--- src/rtl/mips_boot_pkg.sv ---
// rtl/mips_boot_pkg.sv - shared loader state encoding and word geometry
package mips_boot_pkg;

    localparam int BYTES_PER_WORD = 4;
    localparam int WORD_BITS      = BYTES_PER_WORD * 8;

    typedef enum logic [2:0] {
        HDR,
        LOAD,
        WRITE,
        CSUM,
        DONE,
        ERR
    } boot_state_e;

endpackage

--- src/rtl/boot_word_packer.sv ---
// rtl/boot_word_packer.sv - packs an MSB-first byte stream into instruction words
module boot_word_packer
    import mips_boot_pkg::*;
(
    input  logic                 clk,
    input  logic                 resetn,
    input  logic                 clr,
    input  logic                 push,
    input  logic [7:0]           din,
    output logic [WORD_BITS-1:0] word,
    output logic                 word_full
);

    // Only the first three bytes are stored; the fourth is merged combinationally
    // so the completed word is available on the cycle that byte is accepted.
    logic [1:0]             cnt_q, cnt_d;
    logic [WORD_BITS-9:0]   sr_q, sr_d;

    always_comb begin
        cnt_d = cnt_q;
        sr_d  = sr_q;
        if (clr) begin
            cnt_d = '0;
            sr_d  = '0;
        end else if (push) begin
            cnt_d = cnt_q + 2'd1;
            sr_d  = {sr_q[WORD_BITS-17:0], din};
        end
    end

    always_ff @(posedge clk) begin
        if (!resetn) begin
            cnt_q <= '0;
            sr_q  <= '0;
        end else begin
            cnt_q <= cnt_d;
            sr_q  <= sr_d;
        end
    end

    assign word      = {sr_q, din};
    assign word_full = push && (cnt_q == 2'(BYTES_PER_WORD - 1));

endmodule

--- src/rtl/imem_boot_loader.sv ---
// rtl/imem_boot_loader.sv - streams a program image into IMEM and holds the core in reset
// Optional feature: BOOT_CHECKSUM_EN adds a trailing XOR checksum byte check.
module imem_boot_loader
    import mips_boot_pkg::*;
#(
    parameter int PCWIDTH   = 8,
    parameter int DATAWIDTH = 32,
    parameter int MAX_WORDS = 64
) (
    input  logic                 Clock,
    input  logic                 Reset_,
    input  logic                 Load_Start,
    input  logic                 Rx_Valid,
    input  logic [7:0]           Rx_Data,
    output logic                 Rx_Ready,
    output logic                 Imem_Wen,
    output logic [PCWIDTH-1:0]   Imem_Addr,
    output logic [DATAWIDTH-1:0] Imem_Wdata,
    output logic                 Core_Reset_,
    output logic                 Load_Done,
    output logic                 Load_Err
);

    localparam logic [8:0] MAX_HDR = 9'(MAX_WORDS);

    boot_state_e            state_q, state_d;
    logic [7:0]             n_q, n_d;
    logic [PCWIDTH-3:0]     word_idx_q, word_idx_d;
    logic                   rx_ready_q, rx_ready_d;
    logic                   wen_q, wen_d;
    logic [PCWIDTH-1:0]     addr_q, addr_d;
    logic [DATAWIDTH-1:0]   wdata_q, wdata_d;
    logic                   core_rst_n_q, core_rst_n_d;
    logic                   done_q, done_d;
    logic                   err_q, err_d;
`ifdef BOOT_CHECKSUM_EN
    logic [7:0]             csum_q, csum_d;
`endif

    logic                   rx_fire;
    logic                   pk_clr, pk_push, pk_full;
    logic [WORD_BITS-1:0]   pk_word;
    logic                   last_word;

    assign rx_fire   = Rx_Valid && rx_ready_q;
    assign pk_clr    = (state_q == HDR);
    assign pk_push   = rx_fire && (state_q == LOAD);
    assign last_word = ((8'(word_idx_q) + 8'd1) == n_q);

    boot_word_packer u_packer (
        .clk       (Clock),
        .resetn    (Reset_),
        .clr       (pk_clr),
        .push      (pk_push),
        .din       (Rx_Data),
        .word      (pk_word),
        .word_full (pk_full)
    );

    always_comb begin
        state_d    = state_q;
        n_d        = n_q;
        word_idx_d = word_idx_q;
        addr_d     = addr_q;
        wdata_d    = wdata_q;
`ifdef BOOT_CHECKSUM_EN
        csum_d     = csum_q;
`endif
        case (state_q)
            HDR: begin
                word_idx_d = '0;
                n_d        = '0;
`ifdef BOOT_CHECKSUM_EN
                csum_d     = '0;
`endif
                if (rx_fire) begin
                    if ((Rx_Data == 8'd0) || ({1'b0, Rx_Data} > MAX_HDR)) begin
                        state_d = ERR;
                    end else begin
                        n_d     = Rx_Data;
                        state_d = LOAD;
                    end
                end
            end
            LOAD: begin
                if (pk_push) begin
`ifdef BOOT_CHECKSUM_EN
                    csum_d = csum_q ^ Rx_Data;
`endif
                    if (pk_full) begin
                        addr_d  = {word_idx_q, 2'b00};
                        wdata_d = pk_word;
                        state_d = WRITE;
                    end
                end
            end
            WRITE: begin
                word_idx_d = word_idx_q + 1'b1;
`ifdef BOOT_CHECKSUM_EN
                state_d    = last_word ? CSUM : LOAD;
`else
                state_d    = last_word ? DONE : LOAD;
`endif
            end
`ifdef BOOT_CHECKSUM_EN
            CSUM: begin
                if (rx_fire) begin
                    state_d = (Rx_Data == csum_q) ? DONE : ERR;
                end
            end
`endif
            DONE, ERR: begin
                if (Load_Start) begin
                    state_d = HDR;
                end
            end
            default: state_d = HDR;
        endcase

        // Outputs are registered off the next state so they line up with state_q.
        rx_ready_d   = (state_d == HDR) || (state_d == LOAD) || (state_d == CSUM);
        wen_d        = (state_d == WRITE);
        core_rst_n_d = (state_d == DONE);
        done_d       = (state_d == DONE);
        err_d        = (state_d == ERR);
    end

    always_ff @(posedge Clock) begin
        if (!Reset_) begin
            state_q      <= HDR;
            n_q          <= '0;
            word_idx_q   <= '0;
            rx_ready_q   <= 1'b0;
            wen_q        <= 1'b0;
            addr_q       <= '0;
            wdata_q      <= '0;
            core_rst_n_q <= 1'b0;
            done_q       <= 1'b0;
            err_q        <= 1'b0;
`ifdef BOOT_CHECKSUM_EN
            csum_q       <= '0;
`endif
        end else begin
            state_q      <= state_d;
            n_q          <= n_d;
            word_idx_q   <= word_idx_d;
            rx_ready_q   <= rx_ready_d;
            wen_q        <= wen_d;
            addr_q       <= addr_d;
            wdata_q      <= wdata_d;
            core_rst_n_q <= core_rst_n_d;
            done_q       <= done_d;
            err_q        <= err_d;
`ifdef BOOT_CHECKSUM_EN
            csum_q       <= csum_d;
`endif
        end
    end

    assign Rx_Ready    = rx_ready_q;
    assign Imem_Wen    = wen_q;
    assign Imem_Addr   = addr_q;
    assign Imem_Wdata  = wdata_q;
    assign Core_Reset_ = core_rst_n_q;
    assign Load_Done   = done_q;
    assign Load_Err    = err_q;

endmodule

--- config.mk ---
export PLATFORM = sky130hd
export DESIGN_NAME = imem_boot_loader
export DESIGN_NICKNAME = d
export VERILOG_FILES = /design/src/rtl/mips_boot_pkg.sv /design/src/rtl/boot_word_packer.sv /design/src/rtl/imem_boot_loader.sv
export SDC_FILE = /design/constraint.sdc
export NUM_CORES = 1
export LEC_CHECK = 0
export BUFFER_PORTS_ARGS = -buffer_cell sky130_fd_sc_hd__buf_2
export CAP_MARGIN = 30
export CELL_PAD_IN_SITES_DETAIL_PLACEMENT = 0
export CELL_PAD_IN_SITES_GLOBAL_PLACEMENT = 2
export CORE_ASPECT_RATIO = 0.5
export CORE_MARGIN = 5
export CORE_UTILIZATION = 35
export CTS_CLUSTER_DIAMETER = 200
export DETAILED_ROUTE_END_ITERATION = 8
export PLACE_DENSITY = 0.86
export SYNTH_ARGS = -nofsm -noshare
export SYNTH_HDL_FRONTEND = slang
export SYNTH_SLANG_ARGS = --single-unit
--- constraint.sdc ---
create_clock -name Clock -period 5.7 [get_ports Clock]
set_input_delay 0.855 -clock Clock [delete_from_list [all_inputs] [get_ports Clock]]
set_output_delay 0.855 -clock Clock [all_outputs]
set_load 0.1 [all_outputs]
# After elaboration in Yosys (flattened, before gate mapping)
# Index checks and enable logic that the tools add are counted.
dict set report classes {
  addsub 3
  order_cmp 1
  eq_ne 11
  muxes 10
  n_bitwise 1
  reduce_logical 13
}
# operator n
set op_table {}
lappend op_table {{3-bit 2-to-1 mux} 6}
lappend op_table {{8-bit 2-to-1 mux} 2}
lappend op_table {{3-bit == test, second input constant} 4}
lappend op_table {{3-bit case mux with 4 select lines} 1}
lappend op_table {{6-bit case mux with 2 select lines} 1}
lappend op_table {{3-bit by 2-bit == test with 1-bit output, second input constant} 3}
lappend op_table {{7-bit by 8-bit == test with 1-bit output} 1}
lappend op_table {{8-bit by 7-bit > comparator with 1-bit output, second input constant} 1}
lappend op_table {{8-bit logical NOT} 1}
lappend op_table {{6-bit by 1-bit adder with 7-bit output, second input constant} 1}
lappend op_table {{6-bit by 1-bit adder with 6-bit output, second input constant} 1}
lappend op_table {{3-bit by 1-bit == test with 1-bit output, second input constant} 2}
lappend op_table {{3-bit logical NOT} 2}
lappend op_table {{2-bit OR reduction} 2}
lappend op_table {{1-bit logical AND} 3}
lappend op_table {{1-bit logical OR} 3}
lappend op_table {{3-bit AND reduction} 1}
lappend op_table {{2-bit by 1-bit adder with 2-bit output, second input constant} 1}
lappend op_table {{2-bit == test, second input constant} 1}
lappend op_table {{2-bit nonzero test} 1}
lappend op_table {{1-bit NOT} 1}
dict set report word_totals {
  reg_bits 85
  in_bits 12
  output_inout_bits 45
  word_cells 50
}

# Depth between registers and ports, before layout
# Gate-level depths: netlist (run 1).
dict set report logic_depth {
  ltp_word 9
  ltp_mapped 7
  mapped_depth_nobuf 6
}

# Modules after synthesis
# From an unflattened synthesis (run 1), not the netlist that was laid out.
dict set report unflattened {
  hier_cells 394
  hier_area_um2 3523.4
}
# module n_inst cells_per_inst area_per_inst_um2 seq_area_each_um2
set modules_own_cells {}
lappend modules_own_cells {imem_boot_loader 1 299 2476.1 1181.1}
lappend modules_own_cells {boot_word_packer 1 95 1047.3 520.5}

# Least setup slack after synthesis (run 1)
# OpenSTA, ideal clock, no wires.
dict set report synth_timing {
  path_type {register to register}
  startpoint {register rx_ready_q (netlist: Rx_Ready)}
  endpoint {register wdata_q[21] (netlist: Imem_Wdata[21])}
  setup_time_ns 0.124
  t_arrival_ns 2.106
  required_ns 5.576
  slack_ns 3.470
  path_stages_with_launch 8
  path_buffers 2
  period_less_slack_ns 2.230
  cell_sequence {dfxtp_1 > nand2_1 > nor4_2 > nand2_1 > clkbuf_1 > clkbuf_1 > nand2_1 > a21boi_0}
}
dict set report synth_between {
  elab_chain_cells 4
}
# item line
set synth_lines {}
lappend synth_lines {{start, declared} imem_boot_loader.sv:29} ;# logic rx_ready_q, rx_ready_d;
lappend synth_lines {{start signal, assigned} imem_boot_loader.sv:147} ;# rx_ready_q <= rx_ready_d;
lappend synth_lines {{1-bit logical AND *} imem_boot_loader.sv:45} ;# assign rx_fire = Rx_Valid && rx_ready_q;
lappend synth_lines {{1-bit logical AND *} imem_boot_loader.sv:47} ;# assign pk_push = rx_fire && (state_q == LOAD);
lappend synth_lines {{1-bit logical AND} boot_word_packer.sv:42} ;# assign word_full = push && (cnt_q == 2'(BYTES_PER_WORD - 1));
lappend synth_lines {{3-bit AND reduction (no line) *} n/a}
lappend synth_lines {{end signal, assigned} imem_boot_loader.sv:150} ;# wdata_q <= wdata_d;
lappend synth_lines {{end, declared} imem_boot_loader.sv:32} ;# logic [DATAWIDTH-1:0] wdata_q, wdata_d;
# Mark *: on every way between the ends. The rest lies on a longest branch, timed or not.
# A chain may end at the register's enable or synchronous reset.

# Worst setup path after layout (run 1)
dict set report layout_timing {
  startpoint {input port Rx_Valid}
  endpoint {register addr_q[2] (netlist: Imem_Addr[2])}
}
dict set report layout_between {
  elab_chain_cells 4
}
# item line
set layout_lines {}
lappend layout_lines {{start, declared} imem_boot_loader.sv:13} ;# input logic Rx_Valid,
lappend layout_lines {{1-bit logical AND *} imem_boot_loader.sv:45}
lappend layout_lines {{1-bit logical AND *} imem_boot_loader.sv:47}
lappend layout_lines {{1-bit logical AND} boot_word_packer.sv:42}
lappend layout_lines {{3-bit AND reduction (no line) *} n/a}
lappend layout_lines {{end signal, assigned} imem_boot_loader.sv:149} ;# addr_q <= addr_d;
lappend layout_lines {{end, declared} imem_boot_loader.sv:31} ;# logic [PCWIDTH-1:0] addr_q, addr_d;
# Marks and branches as above.

==> results of run 1 <==
[critical path: stages]
cell      delay [ns]
buf_2           0.09
nand2_1         0.14
nor4_4          0.17
buf_4           0.34
and2_1          0.53
buf_4           0.36
nand2_1         0.09
a21boi_0        0.16
[cells in the mapped netlist, drive strengths merged]
cell type and instances:
o211ai 1, conb 1, buf 11, o21ai 4, dfxtp 85, clkbuf 15
nand2 140, nor4 3, a221oi 1, nand4bb 1, nor2b 4, and3 4
a21boi 43, ha 2, and4 2, nor4b 1, o2111ai 2, nand3b 1
or3 1, inv 3, nor3b 1, or4 1, nor2 9, xnor2 6
xor2 4, nand3 4, o311ai 1, and2 3, and3b 1, nor3 4
o21a 1, a21oi 31, a211oi 1, a22o 8
[registers in the layout, summed over array words and instances (netlist names)]
| register | cells |
|---|---|
| state_q | 3 |
| word_idx_q | 6 |
| u_packer.sr_q | 24 |
| Rx_Ready | 1 |
| Load_Err | 1 |
| Imem_Addr | 6 |
| Imem_Wdata | 32 |
| n_q | 8 |
| u_packer.cnt_q | 2 |
| Load_Done | 1 |
| Imem_Wen | 1 |
[stage by stage]
| stage | power [mW] | utilization | setup WS (ns) | cell area [µm²] | std cells |
|---|---|---|---|---|---|
| floorplan | 0.6657 | - | 3.470 | 3383 | 401 |
| global placement | 0.6853 | 0.3975 | 2.943 | 3742 | 568 |
| detailed placement | 0.6852 | 0.3975 | 2.866 | 3742 | 568 |
| CTS | 1.337 | 0.4326 | 3.219 | 4073 | 584 |
| global route | 1.372 | 0.4326 | 2.950 | 4073 | 584 |
| finish | 1.317 | 0.4326 | 3.207 | 4073 | 584 |
[power by group]
part / internal [mW] / switching [mW]
logic: 0.0189 / 0.0514
registers: 0.597 / 0.00380
clock network: 0.391 / 0.255
total: 1.01 / 0.310
[final cells by class]
class | count | share of cell area
tap | 135 | 0.04147
sequential | 85 | 0.4178
inverter | 3 | 0.002765
multi-input combinational | 287 | 0.3831
timing repair buffer | 58 | 0.07373
clock buffer | 9 | 0.05530
clock inverter | 7 | 0.02581
[worst paths after layout]
kind	start	to	slack, ns	cells past startpoint
max reg2reg	state_q[0]	Imem_Addr[2]	3.34	7
max	Rx_Valid	Imem_Addr[2]	3.21	8
min	Imem_Wdata[26]	Imem_Wdata[26]	0.45	2
min reg2reg	Imem_Wdata[26]	Imem_Wdata[26]	0.45	2
[cell families after synthesis]
group           count (synthesis)  share of synthesized area
compound gates                 93                     0.1866
xor+xnor                       10                    0.03036
other cells                     1                   0.001110
buf+inv                        29                    0.03850
fa+ha+maj                       2                   0.007403
flops                          85                     0.5035
simple gates                  180                     0.2325
[layer usage]
metal	wire, µm	GRT usage	vias to the layer above	share of wire
met4	85	0.04658	0	0.011
met3	344	0.04821	10	0.043
met5	0	0	-	0
met1	4118	0.1932	1292	0.52
met2	3384	0.2190	47	0.43
li1	-	-	1423	-
==> summary.txt, run 1 <==
=================================================================================================
Crit path kind                                                                       input pin to flop
Portion of the post-synthesis area used by sequential elements                             0.5035
Share of final-layout standard cells stronger than drive strength 1                        0.1826
Max-slew headroom                                                                          0.4204
Number of CTS-inserted buffers                                                                  9
Run status                                                                           complete, no violations
Global-route total usage across every layer                                                0.1440
Total Negative Setup Slacks                                                                  0 ns
Post-synthesis instance area                                                             3379 µm²
Sort of element at the end of the critical path                                              flop
Die Span Y                                                                               79.49 µm
Multi-input gate area in the final layout                                                1560 µm²
Total via count after detailed routing                                                       2772
1st-iter DRT viols                                                                            140
Leakage power of the design                                                              1.528 nW
TritonCTS clock tree                                                                          yes
Clock Sinks                                                                                    85
Antenna violations before repair                                                                0
Leading area contributor after synthesis                                                  dfxtp_1
Pin count of the biggest net entering global routing                                           53
Timing-limited maximum frequency                                                        401.2 MHz
Initial Utilization                                                                        0.3589
Buffers inserted during post-CTS setup optimization                                             0
Detail Route Antenna Nets                                                                       0
Count of cells resized by post-cts repair                                                       0
Number of core rows                                                                            25
Per-instance average area after synthesis                                               8.449 µm²
Period minus WS final                                                                    2.493 ns
Vias in the first global route                                                               2737
Via count normalized by instance count                                                      4.747
Number of distinct library cell variants in the gate-level netlist after synthesis             43
Warnings, synthesis                                                                             0
Routed wire length per instance                                                          13.58 µm
Clk_lat worst skew                                                                        0.35 ns
Final layout net count                                                                        458
Number of max-capacitance violations reported                                                   0
Top-area cell type share of the netlist area                                               0.5035
Tightest Pin Transition                                                                 0.8674 ns
TritonRoute pass-1 iters                                                                        4
First-pass GRT wire length                                                               13.66 mm
Layout overhead on the synthesized area                                                    20.51%
Most common library cell in the layout ignoring fill and taps                             nand2_1
# fillers                                                                                     989
Setup repair after global routing missed its margin                                            no
Count of buffers inserted at the top-level ports                                               54
Commonest cells after routing, fill and taps aside                                   nand2_1 (140), dfxtp_1 (85), buf_2 (54), a21boi_0 (37), a21oi_1 (31)
Antenna diode count                                                                             0
# H-tree levels                                                                                 3
Gr ovfl total                                                                                   0
Worst-path maximum fanout                                                                      30
Required time reported for the critical path endpoint                                     5.96 ns
# DRC                                                                                           0
Areal power density over the cells                                                   323.3 nW/µm²
Setup Skew                                                                            0.008873 ns
Sequential cell area                                                                     1702 µm²
DIE AREA                                                                                11840 µm²
Horizontal die dimension                                                                 149.0 µm
Aggregate routed wire length                                                             7.933 mm
Tightest hold margin                                                                    0.4481 ns
Worst Hold Class                                                                     flop to flop
Final clock period utilization by the worst path                                           0.4373
Cells after Synth                                                                             400
Clk Tree Root Cell                                                                      clkbuf_16
Worst supply voltage drop on vdd                                                        0.1580 mV
Max-slew violation count                                                                        0
Clock transition at the registers of the reported paths                                   0.06 ns
Clock Tree Buf Depth                                                                            2
Final Hold Violating Endpoints                                                                  0
Number of placed I/O pins                                                                      57
Startpoint kind of the worst setup timing path                                          input pin
Final number of setup-violating endpoints                                                       0
Hold Buf Count CTS                                                                              0
Data arrival time of the worst path                                                       2.76 ns
Routability cong.                                                                          0.7597
Half-perimeter wire length after placement                                               5.336 mm
Core ar.                                                                                 9415 µm²
Cell types occupying the most area after synthesis                                   dfxtp_1 (50%), nand2_1 (16%), a21boi_0 (8.2%)
#FFs+latches synth                                                                             85
=================================================================================================
(Power assumes the default switching activity.)
==> inputs of run 2 (changes only) <==
Settings changed: CORE_UTILIZATION 35 to 30, PLACE_DENSITY 0.86 to 0.78.
Clock period 5.7 ns to 2 ns, I/O delays scaled along.
==> run 2 against run 1 <==
Effect of this change:
- flip-flop and latch count unchanged
- critical endpoint is now Rx_Ready
- critical path depth down 2
- global-route usage down 1.3 points
- cell area up 3.2%
- utilization down 5.1 points
- total power rose to 2.8 times the previous value
- combinational power rose to 3.1 times the previous value
- worst setup slack worse by 3.2 ns
- non-clock buffer count up 14
==> summary.txt, run 2 (same netlist as run 1, synthesis figures left out) <==
==================================================================================
Post-placement cell area                                                  3861 µm²   was 3742 µm²
Largest stage delay, worst path                                            0.58 ns   was 0.53 ns
TritonRoute pass-1 iters                                                         4   unchanged
Final number of setup-violating endpoints                                        0   unchanged
Crit. Startpoint                                                      word_idx_q[1]   was Rx_Valid
Number of CTS-inserted buffers                                                   9   unchanged
Worst supply voltage drop on vdd                                         0.4903 mV   was 0.1580 mV
Delay-heaviest family, CP                                             simple AND/OR/NAND/NOR gates   unchanged
Total via count after detailed routing                                        2796   was 2772
# DRC                                                                            0   unchanged
Final layout net count                                                         472   was 458
Number of core rows                                                             27   was 25
Timing-limited maximum frequency                                         511.1 MHz
RR Startpoint                                                         word_idx_q[1]   was state_q[0]
Aggregate routed wire length                                              8.571 mm   was 7.933 mm
Clock Tree Buf Depth                                                             2   unchanged
Share of final-layout standard cells stronger than drive strength 1         0.2160   was 0.1826
Tightest hold margin                                                     0.2385 ns   was 0.4481 ns
Areal power density over the cells                                    889.7 nW/µm²   was 323.3 nW/µm²
Run status                                                            complete, no violations   unchanged
Launch point of the worst hold path                                     Rx_Data[1]   was Imem_Wdata[26]
Clock transition at the registers of the reported paths                    0.06 ns   about the same
Commonest cells after routing, fill and taps aside                    nand2_1 (140), dfxtp_1 (81), buf_2 (54), a21boi_0 (37), a21oi_1 (31)   was nand2_1 (140), dfxtp_1 (85), buf_2 (54), a21boi_0 (37), a21oi_1 (31)
1st-iter DRT viols                                                             138   was 140
Startpoint kind of the worst setup timing path                                flop   was input pin
Clock Sinks                                                                     85   unchanged
Max-slew violation count                                                         0   unchanged
DIE AREA                                                                 13620 µm²   was 11840 µm²
Die Span Y                                                                85.05 µm   was 79.49 µm
Sort of element at the end of the critical path                               flop   unchanged
Detail Route Antenna Nets                                                        0   unchanged
Clk_lat worst skew                                                         0.33 ns   was 0.35 ns
Antenna violations before repair                                                 0   unchanged
Slack of the worst reg-to-reg path                                         0.04 ns   was 3.34 ns
Clk Tree Root Cell                                                       clkbuf_16   unchanged
Initial Utilization                                                         0.3069   was 0.3589
Setup Skew                                                              0.01040 ns   was 0.008873 ns
Data arrival time of the worst path                                        2.17 ns   was 2.76 ns
Required time reported for the critical path endpoint                      2.22 ns   was 5.96 ns
Worst slack at placement                                                0.03259 ns   was 2.866 ns
Count of buffers inserted at the top-level ports                                54   unchanged
Leakage power of the design                                               1.593 nW   was 1.528 nW
Final clock period utilization by the worst path                            0.9783
Number of placed I/O pins                                                       57   unchanged
Ordered list of cells on the worst path                               ha_4 > xor2_1 > nor3_2 > o211ai_1 > or4_4 > and4_1   was buf_2 > nand2_1 > nor4_4 > buf_4 > and2_1 > buf_4 > nand2_1 > a21boi_0
Antenna diode count                                                              0   unchanged
Post-route core utilization                                                 0.3815   was 0.4326
Routability cong.                                                           0.8040   was 0.7597
Via count normalized by instance count                                       4.599   was 4.747
Total Negative Setup Slacks                                                   0 ns   unchanged
Core ar.                                                                 11010 µm²   was 9415 µm²
Period minus WS final                                                     1.957 ns
Layout overhead on the synthesized area                                     24.32%   was 20.51%
Hold Buf Count CTS                                                               0   unchanged
Buffers plus inverters on the worst setup path                                   0   was 3
Max reg flops                                                                   32   unchanged
Half-perimeter wire length after placement                                6.028 mm   was 5.336 mm
Worst Hold Class                                                      input pin to flop   was flop to flop
TritonCTS clock tree                                                           yes   unchanged
Vias in the first global route                                                2776   was 2737
Number of max-capacitance violations reported                                    0   unchanged
Pin count of the biggest net entering global routing                            29   was 53
Routed wire length per instance                                           14.10 µm   was 13.58 µm
Horizontal die dimension                                                  160.1 µm   was 149.0 µm
Gr ovfl total                                                                    0   unchanged
Crit path kind                                                        flop to flop   was input pin to flop
First-pass GRT wire length                                                14.47 mm   was 13.66 mm
Final instance area                                                       4202 µm²   was 4073 µm²
Setup repair after global routing missed its margin                            yes   was no
Most common library cell in the layout ignoring fill and taps              nand2_1   unchanged
Final Hold Violating Endpoints                                                   0   unchanged
Global-route total usage across every layer                                 0.1312   was 0.1440
# fillers                                                                     1163   was 989
Master of the slowest instance on the critical path                          or4_4   was and2_1
Worst-path maximum fanout                                                        4   was 30
Min setup slack post-route                                              0.04333 ns   was 3.207 ns
# H-tree levels                                                                  3   unchanged
==================================================================================
run 2: cell types whose count changed in the layout (fill, tap and decap cells not counted), sizes merged:
cell and change:
clkbuf +2, inv -2, buf +14
run 2: where the power goes:
group	internal (mW)	switching (mW)
clock network	1.13	0.675
logic	0.0656	0.154
registers	1.70	0.00899
total	2.90	0.838
run 2: timing repair:
item                                    in CTS  in global routing
buffers inserted                             0                  0
endpoints found under the setup margin       0                  2
gates resized for setup                      0                  4
run 2: per-layer routing:
| metal | track usage | share of wire | vias to the layer above |
|---|---|---|---|
| li1 | - | - | 1441 |
| met1 | 0.1778 | 0.51 | 1305 |
| met2 | 0.2035 | 0.44 | 43 |
| met3 | 0.03882 | 0.036 | 7 |
| met4 | 0.03903 | 0.011 | 0 |
| met5 | 0 | 0 | - |
run 2: layout make-up:
class | instances | area, µm² | share of cell area
clock buffers | 11 | 242.7 | 0.05777
clock inverters | 5 | 81.33 | 0.01936
inverters | 3 | 11.26 | 0.002680
multi-input cells | 287 | 1573 | 0.3743
flip-flops and latches | 85 | 1707 | 0.4062
well taps | 145 | 181.4 | 0.04318
repair buffers | 72 | 405.4 | 0.09649
run 2: path summary, 6_finish.rpt:
path / cells past startpoint / end
max: 6 / Rx_Ready
min: 2 / n_q[1]
max reg2reg: 6 / Rx_Ready
min reg2reg: 2 / Imem_Wdata[26]
run 2: metrics by stage:
stage	power, mW	std cells
final	3.738	608
after global routing	3.886	608
after CTS	3.802	608
after detailed placement	1.971	592
after global placement	1.970	592
after floorplan	1.898	401
